`config.mk`:
```
export PLATFORM = sky130hd
export DESIGN_NAME = alu_seq_flat
export DESIGN_NICKNAME = d
export VERILOG_FILES = /design/src/rtl/alu_pkg.sv /design/src/rtl/alu_seq_if.sv /design/src/rtl/alu_comb.sv /design/src/rtl/alu_seq.sv /design/src/flat_wrapper.sv
export SDC_FILE = /design/constraint.sdc
export NUM_CORES = 1
export LEC_CHECK = 0
export BUFFER_PORTS_ARGS = -buffer_cell sky130_fd_sc_hd__buf_4
export CORE_MARGIN = 5
export CORE_UTILIZATION = 30
export CTS_BUF_LIST = sky130_fd_sc_hd__clkbuf_2 sky130_fd_sc_hd__clkbuf_4 sky130_fd_sc_hd__clkbuf_8
export DETAILED_ROUTE_END_ITERATION = 6
export GPL_ROUTABILITY_DRIVEN = 0
export GPL_TIMING_DRIVEN = 1
export MAX_ROUTING_LAYER = met4
export PLACE_DENSITY = 0.57
export SYNTH_ARGS = -nofsm -noshare
export SYNTH_HDL_FRONTEND = slang
export SYNTH_SLANG_ARGS = --single-unit
```
`constraint.sdc`:
```
create_clock -name clk -period 5.4 [get_ports clk]
set_input_delay 0.54 -clock clk [delete_from_list [all_inputs] [get_ports clk]]
set_output_delay 0.54 -clock clk [all_outputs]
set_load 0.01 [all_outputs]
```
`src/rtl/alu_pkg.sv`:
```
// Shared definitions for the sequential ALU: opcode encodings, control states
// and the opcode field width.
package alu_pkg;

  localparam int OPCODE_W = 4;

  typedef enum logic [OPCODE_W-1:0] {
    OP_ADD      = 4'h1,
    OP_SUB      = 4'h2,
    OP_INC      = 4'h3,
    OP_DEC      = 4'h4,
    OP_OR       = 4'h5,
    OP_AND      = 4'h6,
    OP_XOR      = 4'h7,
    OP_SHR      = 4'h8,
    OP_SHL      = 4'h9,
    OP_ONESCOMP = 4'hA,
    OP_TWOSCOMP = 4'hB,
    OP_MUL      = 4'hC
  } op_t;

  typedef enum logic [1:0] {
    ST_IDLE = 2'd0,
    ST_EXEC = 2'd1,
    ST_MUL  = 2'd2,
    ST_DONE = 2'd3
  } state_t;

endpackage

```
`src/rtl/alu_seq_if.sv`:
```
// Operand/result handshake bundle between the datapath and the sequential ALU.
interface alu_seq_if #(parameter int WIDTH = 8) ();
  import alu_pkg::*;

  logic                in_valid;
  logic                in_ready;
  logic [WIDTH-1:0]    in_a;
  logic [WIDTH-1:0]    in_b;
  logic [OPCODE_W-1:0] opcode;
  logic                out_valid;
  logic                out_ready;
  logic [WIDTH-1:0]    alu_out;
  logic                alu_zero;
  logic                alu_carry;
  logic                alu_neg;
  logic                alu_ovf;
  logic                alu_err;

  modport master (
    output in_valid, in_a, in_b, opcode, out_ready,
    input  in_ready, out_valid, alu_out, alu_zero, alu_carry, alu_neg, alu_ovf, alu_err
  );

  modport slave (
    input  in_valid, in_a, in_b, opcode, out_ready,
    output in_ready, out_valid, alu_out, alu_zero, alu_carry, alu_neg, alu_ovf, alu_err
  );

endinterface

```
`src/rtl/alu_comb.sv`:
```
// Single-cycle ALU operations and their flags. MUL is produced elsewhere, so it
// yields a zero result here; unknown opcodes raise err with a zero result.
module alu_comb import alu_pkg::*; #(
  parameter int WIDTH = 8
) (
  input  logic [WIDTH-1:0]    a,
  input  logic [WIDTH-1:0]    b,
  input  logic [OPCODE_W-1:0] op,
  output logic [WIDTH-1:0]    res,
  output logic                zero,
  output logic                carry,
  output logic                neg,
  output logic                ovf,
  output logic                err
);

  localparam int MSB = WIDTH - 1;
  localparam logic [WIDTH-1:0] ZERO = {WIDTH{1'b0}};
  localparam logic [WIDTH-1:0] ONE  = {{(WIDTH-1){1'b0}}, 1'b1};
  localparam logic [WIDTH-1:0] ONES = {WIDTH{1'b1}};
  localparam logic [WIDTH-1:0] SMAX = {1'b0, {(WIDTH-1){1'b1}}};
  localparam logic [WIDTH-1:0] SMIN = {1'b1, {(WIDTH-1){1'b0}}};

  logic [WIDTH:0] sum_s;

  // Result, carry/borrow and signed-overflow selection per opcode.
  always_comb begin
    sum_s = {1'b0, a} + {1'b0, b};
    res   = ZERO;
    carry = 1'b0;
    ovf   = 1'b0;
    err   = 1'b0;
    case (op)
      OP_ADD: begin
        res   = sum_s[WIDTH-1:0];
        carry = sum_s[WIDTH];
        ovf   = (a[MSB] == b[MSB]) && (sum_s[MSB] != a[MSB]);
      end
      OP_SUB: begin
        res   = a - b;
        carry = (a < b);
        ovf   = (a[MSB] != b[MSB]) && (res[MSB] != a[MSB]);
      end
      OP_INC: begin
        res   = a + ONE;
        carry = (a == ONES);
        ovf   = (a == SMAX);
      end
      OP_DEC: begin
        res   = a - ONE;
        carry = (a == ZERO);
        ovf   = (a == SMIN);
      end
      OP_OR:  res = a | b;
      OP_AND: res = a & b;
      OP_XOR: res = a ^ b;
      OP_SHR: begin
        res   = {1'b0, a[WIDTH-1:1]};
        carry = a[0];
      end
      OP_SHL: begin
        res   = {a[WIDTH-2:0], 1'b0};
        carry = a[MSB];
      end
      OP_ONESCOMP: res = ~a;
      OP_TWOSCOMP: begin
        res   = ~a + ONE;
        carry = (a == ZERO);
      end
      OP_MUL: res = ZERO;
      default: err = 1'b1;
    endcase
  end

  assign zero = (res == ZERO);
  assign neg  = res[MSB];

endmodule

```
`src/rtl/alu_seq.sv`:
```
// Registered ALU with valid/ready handshakes on both sides; single-cycle ops go
// through alu_comb, MUL is an iterative shift-add run here.
module alu_seq import alu_pkg::*; #(
  parameter int WIDTH = 8
) (
  input  logic     clk,
  input  logic     reset_n,
  alu_seq_if.slave bus
);

  localparam int CNT_W = $clog2(WIDTH + 1);
  localparam logic [CNT_W-1:0] CNT_ZERO = {CNT_W{1'b0}};
  localparam logic [CNT_W-1:0] CNT_ONE  = {{(CNT_W-1){1'b0}}, 1'b1};
  localparam logic [CNT_W-1:0] CNT_DONE = CNT_W'(WIDTH);
  localparam logic [WIDTH-1:0] ZERO     = {WIDTH{1'b0}};
  localparam logic [2*WIDTH-1:0] ZERO2  = {(2*WIDTH){1'b0}};

  state_t                state_q, state_d;
  logic [WIDTH-1:0]      a_q, a_d, b_q, b_d;
  logic [OPCODE_W-1:0]   op_q, op_d;
  logic [2*WIDTH-1:0]    acc_q, acc_d, mcand_q, mcand_d;
  logic [WIDTH-1:0]      mplier_q, mplier_d;
  logic [CNT_W-1:0]      cnt_q, cnt_d;
  logic [WIDTH-1:0]      out_q, out_d;
  logic                  zero_q, zero_d, carry_q, carry_d, neg_q, neg_d;
  logic                  ovf_q, ovf_d, err_q, err_d;
  logic                  in_ready_q, in_ready_d, out_valid_q, out_valid_d;

  logic [WIDTH-1:0]      comb_res_s;
  logic                  comb_zero_s, comb_carry_s, comb_neg_s, comb_ovf_s, comb_err_s;

  alu_comb #(.WIDTH(WIDTH)) u_comb (
    .a     (a_q),
    .b     (b_q),
    .op    (op_q),
    .res   (comb_res_s),
    .zero  (comb_zero_s),
    .carry (comb_carry_s),
    .neg   (comb_neg_s),
    .ovf   (comb_ovf_s),
    .err   (comb_err_s)
  );

  // Next-state, operand capture, multiply iteration and result update.
  always_comb begin
    state_d  = state_q;
    a_d      = a_q;
    b_d      = b_q;
    op_d     = op_q;
    acc_d    = acc_q;
    mcand_d  = mcand_q;
    mplier_d = mplier_q;
    cnt_d    = cnt_q;
    out_d    = out_q;
    zero_d   = zero_q;
    carry_d  = carry_q;
    neg_d    = neg_q;
    ovf_d    = ovf_q;
    err_d    = err_q;
    case (state_q)
      ST_IDLE: begin
        if (bus.in_valid) begin
          a_d  = bus.in_a;
          b_d  = bus.in_b;
          op_d = bus.opcode;
          if (bus.opcode == OP_MUL) begin
            state_d  = ST_MUL;
            acc_d    = ZERO2;
            mcand_d  = {ZERO, bus.in_a};
            mplier_d = bus.in_b;
            cnt_d    = CNT_ZERO;
          end else begin
            state_d = ST_EXEC;
          end
        end else begin
          state_d = ST_IDLE;
        end
      end
      ST_EXEC: begin
        out_d   = comb_res_s;
        zero_d  = comb_zero_s;
        carry_d = comb_carry_s;
        neg_d   = comb_neg_s;
        ovf_d   = comb_ovf_s;
        err_d   = comb_err_s;
        state_d = ST_DONE;
      end
      ST_MUL: begin
        // The counter reaching WIDTH marks the cycle that publishes the product.
        if (cnt_q == CNT_DONE) begin
          out_d   = acc_q[WIDTH-1:0];
          zero_d  = (acc_q[WIDTH-1:0] == ZERO);
          carry_d = (acc_q[2*WIDTH-1:WIDTH] != ZERO);
          neg_d   = acc_q[WIDTH-1];
          ovf_d   = 1'b0;
          err_d   = 1'b0;
          state_d = ST_DONE;
        end else begin
          if (mplier_q[0]) begin
            acc_d = acc_q + mcand_q;
          end else begin
            acc_d = acc_q;
          end
          mcand_d  = {mcand_q[2*WIDTH-2:0], 1'b0};
          mplier_d = {1'b0, mplier_q[WIDTH-1:1]};
          cnt_d    = cnt_q + CNT_ONE;
        end
      end
      ST_DONE: begin
        if (bus.out_ready) begin
          state_d = ST_IDLE;
        end else begin
          state_d = ST_DONE;
        end
      end
      default: state_d = ST_IDLE;
    endcase
    in_ready_d  = (state_d == ST_IDLE);
    out_valid_d = (state_d == ST_DONE);
  end

  // State and datapath registers.
  always_ff @(posedge clk or negedge reset_n) begin
    if (!reset_n) begin
      state_q     <= ST_IDLE;
      a_q         <= ZERO;
      b_q         <= ZERO;
      op_q        <= {OPCODE_W{1'b0}};
      acc_q       <= ZERO2;
      mcand_q     <= ZERO2;
      mplier_q    <= ZERO;
      cnt_q       <= CNT_ZERO;
      out_q       <= ZERO;
      zero_q      <= 1'b0;
      carry_q     <= 1'b0;
      neg_q       <= 1'b0;
      ovf_q       <= 1'b0;
      err_q       <= 1'b0;
      in_ready_q  <= 1'b1;
      out_valid_q <= 1'b0;
    end else begin
      state_q     <= state_d;
      a_q         <= a_d;
      b_q         <= b_d;
      op_q        <= op_d;
      acc_q       <= acc_d;
      mcand_q     <= mcand_d;
      mplier_q    <= mplier_d;
      cnt_q       <= cnt_d;
      out_q       <= out_d;
      zero_q      <= zero_d;
      carry_q     <= carry_d;
      neg_q       <= neg_d;
      ovf_q       <= ovf_d;
      err_q       <= err_d;
      in_ready_q  <= in_ready_d;
      out_valid_q <= out_valid_d;
    end
  end

  assign bus.in_ready  = in_ready_q;
  assign bus.out_valid = out_valid_q;
  assign bus.alu_out   = out_q;
  assign bus.alu_zero  = zero_q;
  assign bus.alu_carry = carry_q;
  assign bus.alu_neg   = neg_q;
  assign bus.alu_ovf   = ovf_q;
  assign bus.alu_err   = err_q;

endmodule

```
`src/flat_wrapper.sv`:
```
// flat-port wrapper written by rule: the top's interface ports become plain ports
module alu_seq_flat import alu_pkg::*;
#(
  parameter int WIDTH = 8
)
  (clk, reset_n, bus_in_valid, bus_in_a, bus_in_b, bus_opcode, bus_out_ready, bus_in_ready, bus_out_valid, bus_alu_out, bus_alu_zero, bus_alu_carry, bus_alu_neg, bus_alu_ovf, bus_alu_err);
  alu_seq_if #(.WIDTH(WIDTH)) bus_i ();
  input  logic clk;
  input  logic reset_n;
  input wire logic [$bits(bus_i.in_valid)-1:0] bus_in_valid;
  input wire logic [$bits(bus_i.in_a)-1:0] bus_in_a;
  input wire logic [$bits(bus_i.in_b)-1:0] bus_in_b;
  input wire logic [$bits(bus_i.opcode)-1:0] bus_opcode;
  input wire logic [$bits(bus_i.out_ready)-1:0] bus_out_ready;
  output wire logic [$bits(bus_i.in_ready)-1:0] bus_in_ready;
  output wire logic [$bits(bus_i.out_valid)-1:0] bus_out_valid;
  output wire logic [$bits(bus_i.alu_out)-1:0] bus_alu_out;
  output wire logic [$bits(bus_i.alu_zero)-1:0] bus_alu_zero;
  output wire logic [$bits(bus_i.alu_carry)-1:0] bus_alu_carry;
  output wire logic [$bits(bus_i.alu_neg)-1:0] bus_alu_neg;
  output wire logic [$bits(bus_i.alu_ovf)-1:0] bus_alu_ovf;
  output wire logic [$bits(bus_i.alu_err)-1:0] bus_alu_err;
  assign bus_i.in_valid = bus_in_valid;
  assign bus_i.in_a = bus_in_a;
  assign bus_i.in_b = bus_in_b;
  assign bus_i.opcode = bus_opcode;
  assign bus_i.out_ready = bus_out_ready;
  assign bus_in_ready = bus_i.in_ready;
  assign bus_out_valid = bus_i.out_valid;
  assign bus_alu_out = bus_i.alu_out;
  assign bus_alu_zero = bus_i.alu_zero;
  assign bus_alu_carry = bus_i.alu_carry;
  assign bus_alu_neg = bus_i.alu_neg;
  assign bus_alu_ovf = bus_i.alu_ovf;
  assign bus_alu_err = bus_i.alu_err;
  alu_seq #(.WIDTH(WIDTH)) u_core (.clk(clk), .reset_n(reset_n), .bus(bus_i));
endmodule
```
==> out/qor.yml, run 1 <==
placement:
  hpwl_microns: 12900
  place_ws_ns: 2.15
  port_buffers: 38
sta:
  layout_setup_ws_ns: 1.99
  setup-tns-final_ns: 0
  setup-violations-final: 0
  worst_pin_slew_ns: 1.05
  layout_min_cycle_time_ns: 3.41
  period_share: 0.632
  maxSlewHeadroom: 0.302
  rsz0062_at_grt: "false"
  finalMaxSlewViolations: 0
  hold_violations: 0
  fin_skew_ns: 0.0207
  fmax_mhz: 293
power:
  ir_drop_v: 0.000267
  p_per_area_nw_per_um2: 717
  p_total_uw: 4740
  p_leak_uw: 0.00291
worst_setup_path:
  timing.rr.end: "u_core.bus.alu_out[7]"
  reg2reg_setup_slack_ns: 1.99
  end_kind: "register"
  worstPathRequired_ns: 5.67
  start_kind: "register"
  crit_fanout: 15
  arrival_ns: 3.68
  timing.rr.start: "u_core.a_q[1]"
  criticalPathCategory: "register to register"
  r2r_cells: 9
floorplanning:
  die_h_microns: 151
  rows: 51
  die_width_microns: 151
  core_sq_um: 19500
  die_area_sq_um: 22700
  start_util: 0.305
  ios: 39
route:
  first_pass_iters: 5
  vias: 5340
  dr.first_iter.drc_count: 458
  wire_per_inst_microns: 17.6
  ant_nets: 0
  route.detailed.drc: 0
  viasPerCell: 5.39
  wirelength_microns: 17400
grt:
  grt_pass1_wl_microns: 28100
  antenna_found_initial: 0
  track_usage: 0.162
  grt.overflow.total: 0
  grt_max_degree: 81
  grt_pass1_vias: 5057
clocking:
  cts_root_buf: "clkbuf_8"
  cts_setup_buffers: 0
  clock-sinks: 80
  cts_resized: 0
  clk-insertion-delay-late_ns: 0.39
  clk_pin_slew_ns: 0.10
  cts_hold_buf: 0
  htreeDepth: 3
  numCtsBuffers: 9
  cts_buffer_depth: 2
  cts_tree: "yes"
yosys:
  ys_seq_elements: 80
  postSynthAreaPerCell_sq_um: 8.41
  ys_types: 73
  syn_inst: 706
  ys.flop_type: "dfrtp_1"
  synth_top_area_frac: 0.333
  syn-cell-area_sq_um: 5940
  synth_edf_count: 0
  ys_seq_area_frac: 0.337
  syn-num-nets: 778
  synth_top_area_cell: "dfrtp_1"
  async_flop_share: 1.00
  yosys_warnings: 0
  synth.area.top_cells: "dfrtp_1 33%, ha_1 9.5%, nand2_1 6.0%"
finish:
  multi_input_area_sq_um: 3620
  fillers: 2047
  final-seq-area_sq_um: 2000
  drive_above_1_share: 0.101
  antennaDiodeCount: 0
  final_nets: 792
  area_delta_synth_final_pct: 11.4
outcome:
  status: "finished clean"
hold_path:
  worstHoldPathType: "primary input to asynchronous set/reset pin"
job:
  drv_cap: 0
==> critical path: stages, from the launching register on <==
cell and delay (ns):
dfrtp_1 0.74, inv_1 0.26, ha_1 0.38, a21o_1 0.21, o2bb2ai_1 0.16, o41ai_1 0.80, nor3_1 0.11, nor2_1 0.25
nand4_1 0.15, a22o_1 0.23
==> layer usage <==
| layer | up-vias | wire (microns) | part of all wire | track usage |
|---|---|---|---|---|
| met2 | 153 | 7620 | 0.44 | 0.239 |
| met3 | 28 | 951 | 0.055 | 0.0271 |
| met4 | 0 | 340 | 0.020 | 0.0426 |
| met5 | - | 0 | 0 | - |
| li1 | 2589 | - | - | - |
| met1 | 2570 | 8520 | 0.49 | 0.231 |
==> placed cells by master, fill, tap and decap left out, types with 8 or more instances in the layout <==
master / Yosys / final
nand2_1: 95 / 95
dfrtp_1: 79 / 79
o21ai_0: 53 / 53
nor2_1: 52 / 52
buf_4: 2 / 46
ha_1: 45 / 45
inv_1: 31 / 31
a21oi_1: 25 / 25
nand3_1: 23 / 23
nor3_1: 19 / 19
xnor2_1: 19 / 19
a31oi_1: 17 / 17
a22o_1: 15 / 15
nand2b_1: 11 / 11
xor2_1: 10 / 10
o22ai_1: 10 / 10
clkbuf_8: 0 / 10
mux2i_1: 9 / 9
o31ai_1: 9 / 9
a211oi_1: 9 / 9
a21o_1: 9 / 9
o211ai_1: 9 / 9
and3_1: 9 / 9
nor2b_1: 8 / 8
==> area by class of cell <==
class,instances,share of cell area
multi-input combinational,551,0.548
sequential,80,0.303
timing repair buffer,46,0.0522
tap,265,0.0501
clock buffer,10,0.0208
inverter,32,0.0182
clock inverter,6,0.00794
==> cell families after synthesis <==
family                   count (synthesis)  synth area share
AO/OA/AOI/OAI                          209             0.241
XOR/XNOR                                29            0.0428
adder cells (fa/ha/maj)                 49             0.107
buffers and inverters                   75            0.0525
flip-flops                              80             0.337
multiplexers                            10            0.0171
AND/OR/NAND/NOR                        254             0.203
==> power breakdown <==
part / switching, uW / internal (uW) / total [uW]
Sequential: 381 / 887 / 1270
Clock: 257 / 186 / 443
Combinational: 1790 / 1240 / 3030
==> registers in the layout, summed over array words and instances (netlist names), 2 cells and up <==
name and count:
u_core.cnt_q 4, u_core.op_q 4, u_core.mplier_q 8, u_core.mcand_q 16
u_core.b_q 8, u_core.acc_q 16, u_core.state_q 2, u_core.a_q 8
u_core.bus.alu_out 8
==> synth_stat cells, types with 3 or more instances <==
cell,n
dfrtp_1,79
nand2_1,95
a211o_1,3
or2_2,3
fa_1,3
o21a_1,3
buf_1,4
a211oi_1,9
a31oi_1,17
o211ai_1,9
nand4_1,4
o21ai_0,53
a2bb2oi_1,4
buf_2,12
and2_1,5
or3_1,3
a22o_1,15
a32o_1,3
a21o_1,9
nand3_1,23
xor2_1,10
clkbuf_1,24
nor4_1,5
o22ai_1,10
and3_1,9
nor3b_1,4
nor3_1,19
a2111oi_0,3
nand4b_1,3
o31ai_1,9
xnor2_1,19
mux2i_1,9
a21oi_1,25
nand2b_1,11
inv_1,31
o21bai_1,4
a32oi_1,3
nor2b_1,8
o2bb2ai_1,3
nor2_1,52
nand3b_1,3
ha_1,45
==> per-stage QoR <==
stage	hold slack [ns]	cell area [sq um]	utilization	instances
3_3_place_gp	0.469	6420	0.330	974
4_1_cts	0.342	6620	0.340	990
2_1_floorplan	0.244	5940	-	706
3_5_place_dp	0.468	6420	0.330	974
6_report	0.313	6620	0.340	990
5_1_grt	0.366	6620	0.340	990
==> how the worst max path moves through the flow <==
stage                  startpoint                     to  slack, ns  cells past startpoint
floorplan           u_core.a_q[0]    u_core.bus.alu_zero       2.72                     12
global placement    u_core.a_q[2]  u_core.bus.alu_out[7]       2.12                      9
detailed placement  u_core.a_q[1]  u_core.bus.alu_out[7]       2.15                      9
CTS                 u_core.a_q[1]  u_core.bus.alu_out[7]       2.12                      9
global route        u_core.a_q[2]  u_core.bus.alu_out[7]       1.92                      9
finish              u_core.a_q[1]  u_core.bus.alu_out[7]       1.99                      9
Note: power is estimated with default switching activity, not from simulation.
==> run 2: changes to the inputs <==
Settings changed: ABC_AREA set to 1.
Clock period 5.4 ns to 3.4 ns, I/O delays scaled along.
==> out/qor.yml, run 2 <==
power:
  p_per_area_nw_per_um2: 959  # was 717 nW/um^2
  pwr-share-seq: 0.262  # was 0.267
  p_int_uw: 3040  # was 2310 uW
  combPwrFrac: 0.624  # was 0.639
  p_clk_frac: 0.114  # was 0.093
  total_switching_power_uw: 3460  # was 2430 uW
  p_leak_uw: 0.00337  # was 0.00291 uW
  switching_share: 0.532  # was 0.513
  ir_drop_v: 0.000361  # was 0.000267 V
route:
  wirelength_microns: 18400  # was 17,400 microns
  wire_per_inst_microns: 15.8  # was 17.6 microns
  viasPerCell: 4.97  # was 5.39
  first_pass_iters: 4  # was 5
  ant_nets: 0  # unchanged
  dr.first_iter.drc_count: 466  # was 458
  vias: 5783  # was 5,340
  route.detailed.drc: 0  # unchanged
worst_setup_path:
  crit_fanout: 9  # was 15
  start_kind: "register"  # unchanged
  timing.rr.start: "u_core.a_q[6]"  # was u_core.a_q[1]
  critical-path-max-stage-delay_ns: 0.55  # was 0.80 ns
  crit_start: "u_core.a_q[6]"  # was u_core.a_q[1]
  slowest_stage: "ha_1"  # was o41ai_1
  arrival_ns: 3.07  # was 3.68 ns
  worstPathRequired_ns: 3.72  # was 5.67 ns
  criticalPathCategory: "register to register"  # unchanged
  path_cells: "clkinv_1 > ha_1 > inv_1 > a21o_1 > a21oi_1 > nand3_1 > nand3_1 > nand2_1 > nor2_1 > nand2_1 > nor2_1 > nand3_2 > a21oi_2"  # was inv_1 > ha_1 > a21o_1 > o2bb2ai_1 > o41ai_1 > nor3_1 > nor2_1 > nand4_1 > a22o_1
  end_kind: "register"  # unchanged
grt:
  grt.overflow.total: 0  # unchanged
  track_usage: 0.171  # was 0.162
  grt_max_degree: 45  # was 81
  antenna_found_initial: 0  # unchanged
  grt_pass1_wl_microns: 29500  # was 28,100 microns
  grt_pass1_vias: 5475  # was 5,057
sta:
  maxSlewHeadroom: 0.538  # was 0.302
  fin_skew_ns: 0.0141  # was 0.0207 ns
  worst_pin_slew_ns: 0.692  # was 1.05 ns
  setup-tns-final_ns: 0  # unchanged
  layout_min_cycle_time_ns: 2.76  # was 3.41 ns
  finalMaxSlewViolations: 0  # unchanged
  fmax_mhz: 363  # was 293 MHz
  hold_violations: 0  # unchanged
  rsz0062_at_grt: "false"  # unchanged
  setup-violations-final: 0  # unchanged
  period_share: 0.810  # was 0.632
placement:
  port_buffers: 38  # unchanged
  hpwl_microns: 14400  # was 12,900 microns
  dpl.cell_count: 1147  # was 974
outcome:
  status: "finished clean"  # unchanged
hold_path:
  worstHoldPathType: "primary input to register"  # was primary input to asynchronous set/reset pin
  worstHoldStart: "bus_opcode[2]"
yosys:
  syn-num-nets: 930  # was 778
  synth_top_area_frac: 0.329  # was 0.333
  ys_types: 47  # was 73
  ys_seq_elements: 80  # unchanged
  postSynthAreaPerCell_sq_um: 7.00  # was 8.41 sq um
  synth.area.top_cells: "dfrtp_1 33%, nand2_1 12%, ha_1 9.4%"  # was dfrtp_1 33%, ha_1 9.5%, nand2_1 6.0%
  synth_commonest_cells: "196 x nand2_1, 106 x inv_1, 103 x nor2_1, 79 x dfrtp_1, 68 x o21ai_0"  # was 95 x nand2_1, 79 x dfrtp_1, 53 x o21ai_0, 52 x nor2_1, 45 x ha_1
  syn_inst: 858  # was 706
  synth_top_area_cell: "dfrtp_1"  # unchanged
  yosys_warnings: 0  # unchanged
  synth_most_common_cell: "nand2_1"  # unchanged
  synth_edf_count: 0  # unchanged
  async_flop_share: 1.00  # unchanged
  ys_seq_area_frac: 0.334  # was 0.337
  ys.flop_type: "dfrtp_1"  # unchanged
  syn-cell-area_sq_um: 6000  # was 5940 sq um
floorplanning:
  start_util: 0.307  # was 0.305
  ios: 39  # unchanged
  rows: 51  # unchanged
  die_area_sq_um: 22900  # was 22,700 sq um
  die_h_microns: 151  # about the same
  core_sq_um: 19600  # was 19,500 sq um
  die_width_microns: 151  # about the same
finish:
  reg_top3: "u_core.acc_q x16, u_core.mcand_q x16"  # unchanged
  area_delta_synth_final_pct: 13.0  # was 11.4%
  antennaDiodeCount: 0  # unchanged
  fin_cells: 1164  # was 990
  fillers: 2130  # was 2,047
  final_common_cell: "nand2_1"  # unchanged
  final_cell_mix: "196 x nand2_1, 106 x inv_1, 103 x nor2_1"  # was 95 x nand2_1, 79 x dfrtp_1, 53 x o21ai_0
  final-seq-area_sq_um: 2000  # unchanged
  multi_input_area_sq_um: 3460  # was 3620 sq um
  drive_above_1_share: 0.106  # was 0.101
  final_nets: 966  # was 792
clocking:
  cts_resized: 0  # unchanged
  clk-insertion-delay-late_ns: 0.38  # was 0.39 ns
  cts_buffer_depth: 2  # unchanged
  htreeDepth: 3  # unchanged
  clock-sinks: 80  # unchanged
  cts_root_buf: "clkbuf_8"  # unchanged
  clk_pin_slew_ns: 0.10  # about the same
  numCtsBuffers: 9  # unchanged
  cts_tree: "yes"  # unchanged
job:
  drv_cap: 0  # unchanged
[run 2: cell count changes in the layout (fill, tap and decap cells not counted), sizes merged, moves of 9 or more]
cell and delta:
mux2i -9, o21ai +16, nor2 +59, nand2 +112, a31oi -15, nand3 +34
o22ai +9, a22o -11, inv +80, nor3 -15, nand2b -11, a21oi +41
xnor2 -15
[run 2: per-layer routing]
metal	vias to the layer above	GRT usage	part of all wire
li1	2893	-	-
met1	2676	0.244	0.48
met2	190	0.244	0.42
met3	24	0.0345	0.076
met4	0	0.0503	0.018
met5	-	-	0
[run 2: metrics by stage]
step,utilization,hold WS [ns],instance area [sq um],power [uW],worst slack [ns]
final,0.346,0.227,6790,6510,0.645
after global routing,0.346,0.236,6790,7150,0.318
after floorplan,-,0.0444,6000,4550,1.20
after detailed placement,0.336,0.399,6580,5720,0.678
after global placement,0.336,0.394,6580,5720,0.693
after CTS,0.346,0.202,6790,6490,0.649
[run 2: final timing paths]
path / cells past startpoint / slack, ns / endpoint
hold / removal: 3 / 0.23 / u_core.op_q[2]
setup reg to reg: 13 / 0.64 / u_core.bus.alu_zero
max in group asynchronous: 3 / 2.13 / u_core.b_q[6]
setup / recovery: 13 / 0.64 / u_core.bus.alu_zero
min in group asynchronous: 2 / 0.50 / u_core.bus.alu_out[5]
hold reg to reg: 2 / 0.50 / u_core.bus.alu_out[1]
[run 2: logic make-up (layout without fill, tap and decap cells)]
family / after synthesis / in the layout / synth area share
flip-flops: 80 / 80 / 0.334
buffers and inverters: 137 / 178 / 0.0894
AO/OA/AOI/OAI: 185 / 185 / 0.172
AND/OR/NAND/NOR: 399 / 399 / 0.288
XOR/XNOR: 9 / 9 / 0.0131
adder cells (fa/ha/maj): 48 / 48 / 0.104
[run 2: critical path, delay by kind of cell (launching register included)]
kind,cells,cell delay (ns)
AO/OA/AOI/OAI,3,0.55
adder cells (fa/ha/maj),1,0.55
flip-flops,1,0.51
AND/OR/NAND/NOR,7,0.62
buffers and inverters,2,0.45
[run 2: power by group through the flow]
stage / clock, uW / sequential [uW] / combinational [uW]
final: 739 / 1710 / 4060
after global routing: 793 / 1770 / 4590
after CTS: 764 / 1710 / 4020
after detailed placement: 0 / 1720 / 4000
after global placement: 0 / 1720 / 4000
after floorplan: 0 / 1640 / 2910
[run 2: final cells by class]
type	count	share of cell area
sequential	80	0.295
inverter	115	0.0636
clock inverter	6	0.0101
multi-input combinational	641	0.511
timing repair buffer	47	0.0524
tap	265	0.0489
clock buffer	10	0.0194
[run 2: what timing repair did]
item	CTS	global route
hold buffers	1	0
endpoints found under the hold margin	42	0
buffers inserted	0	0
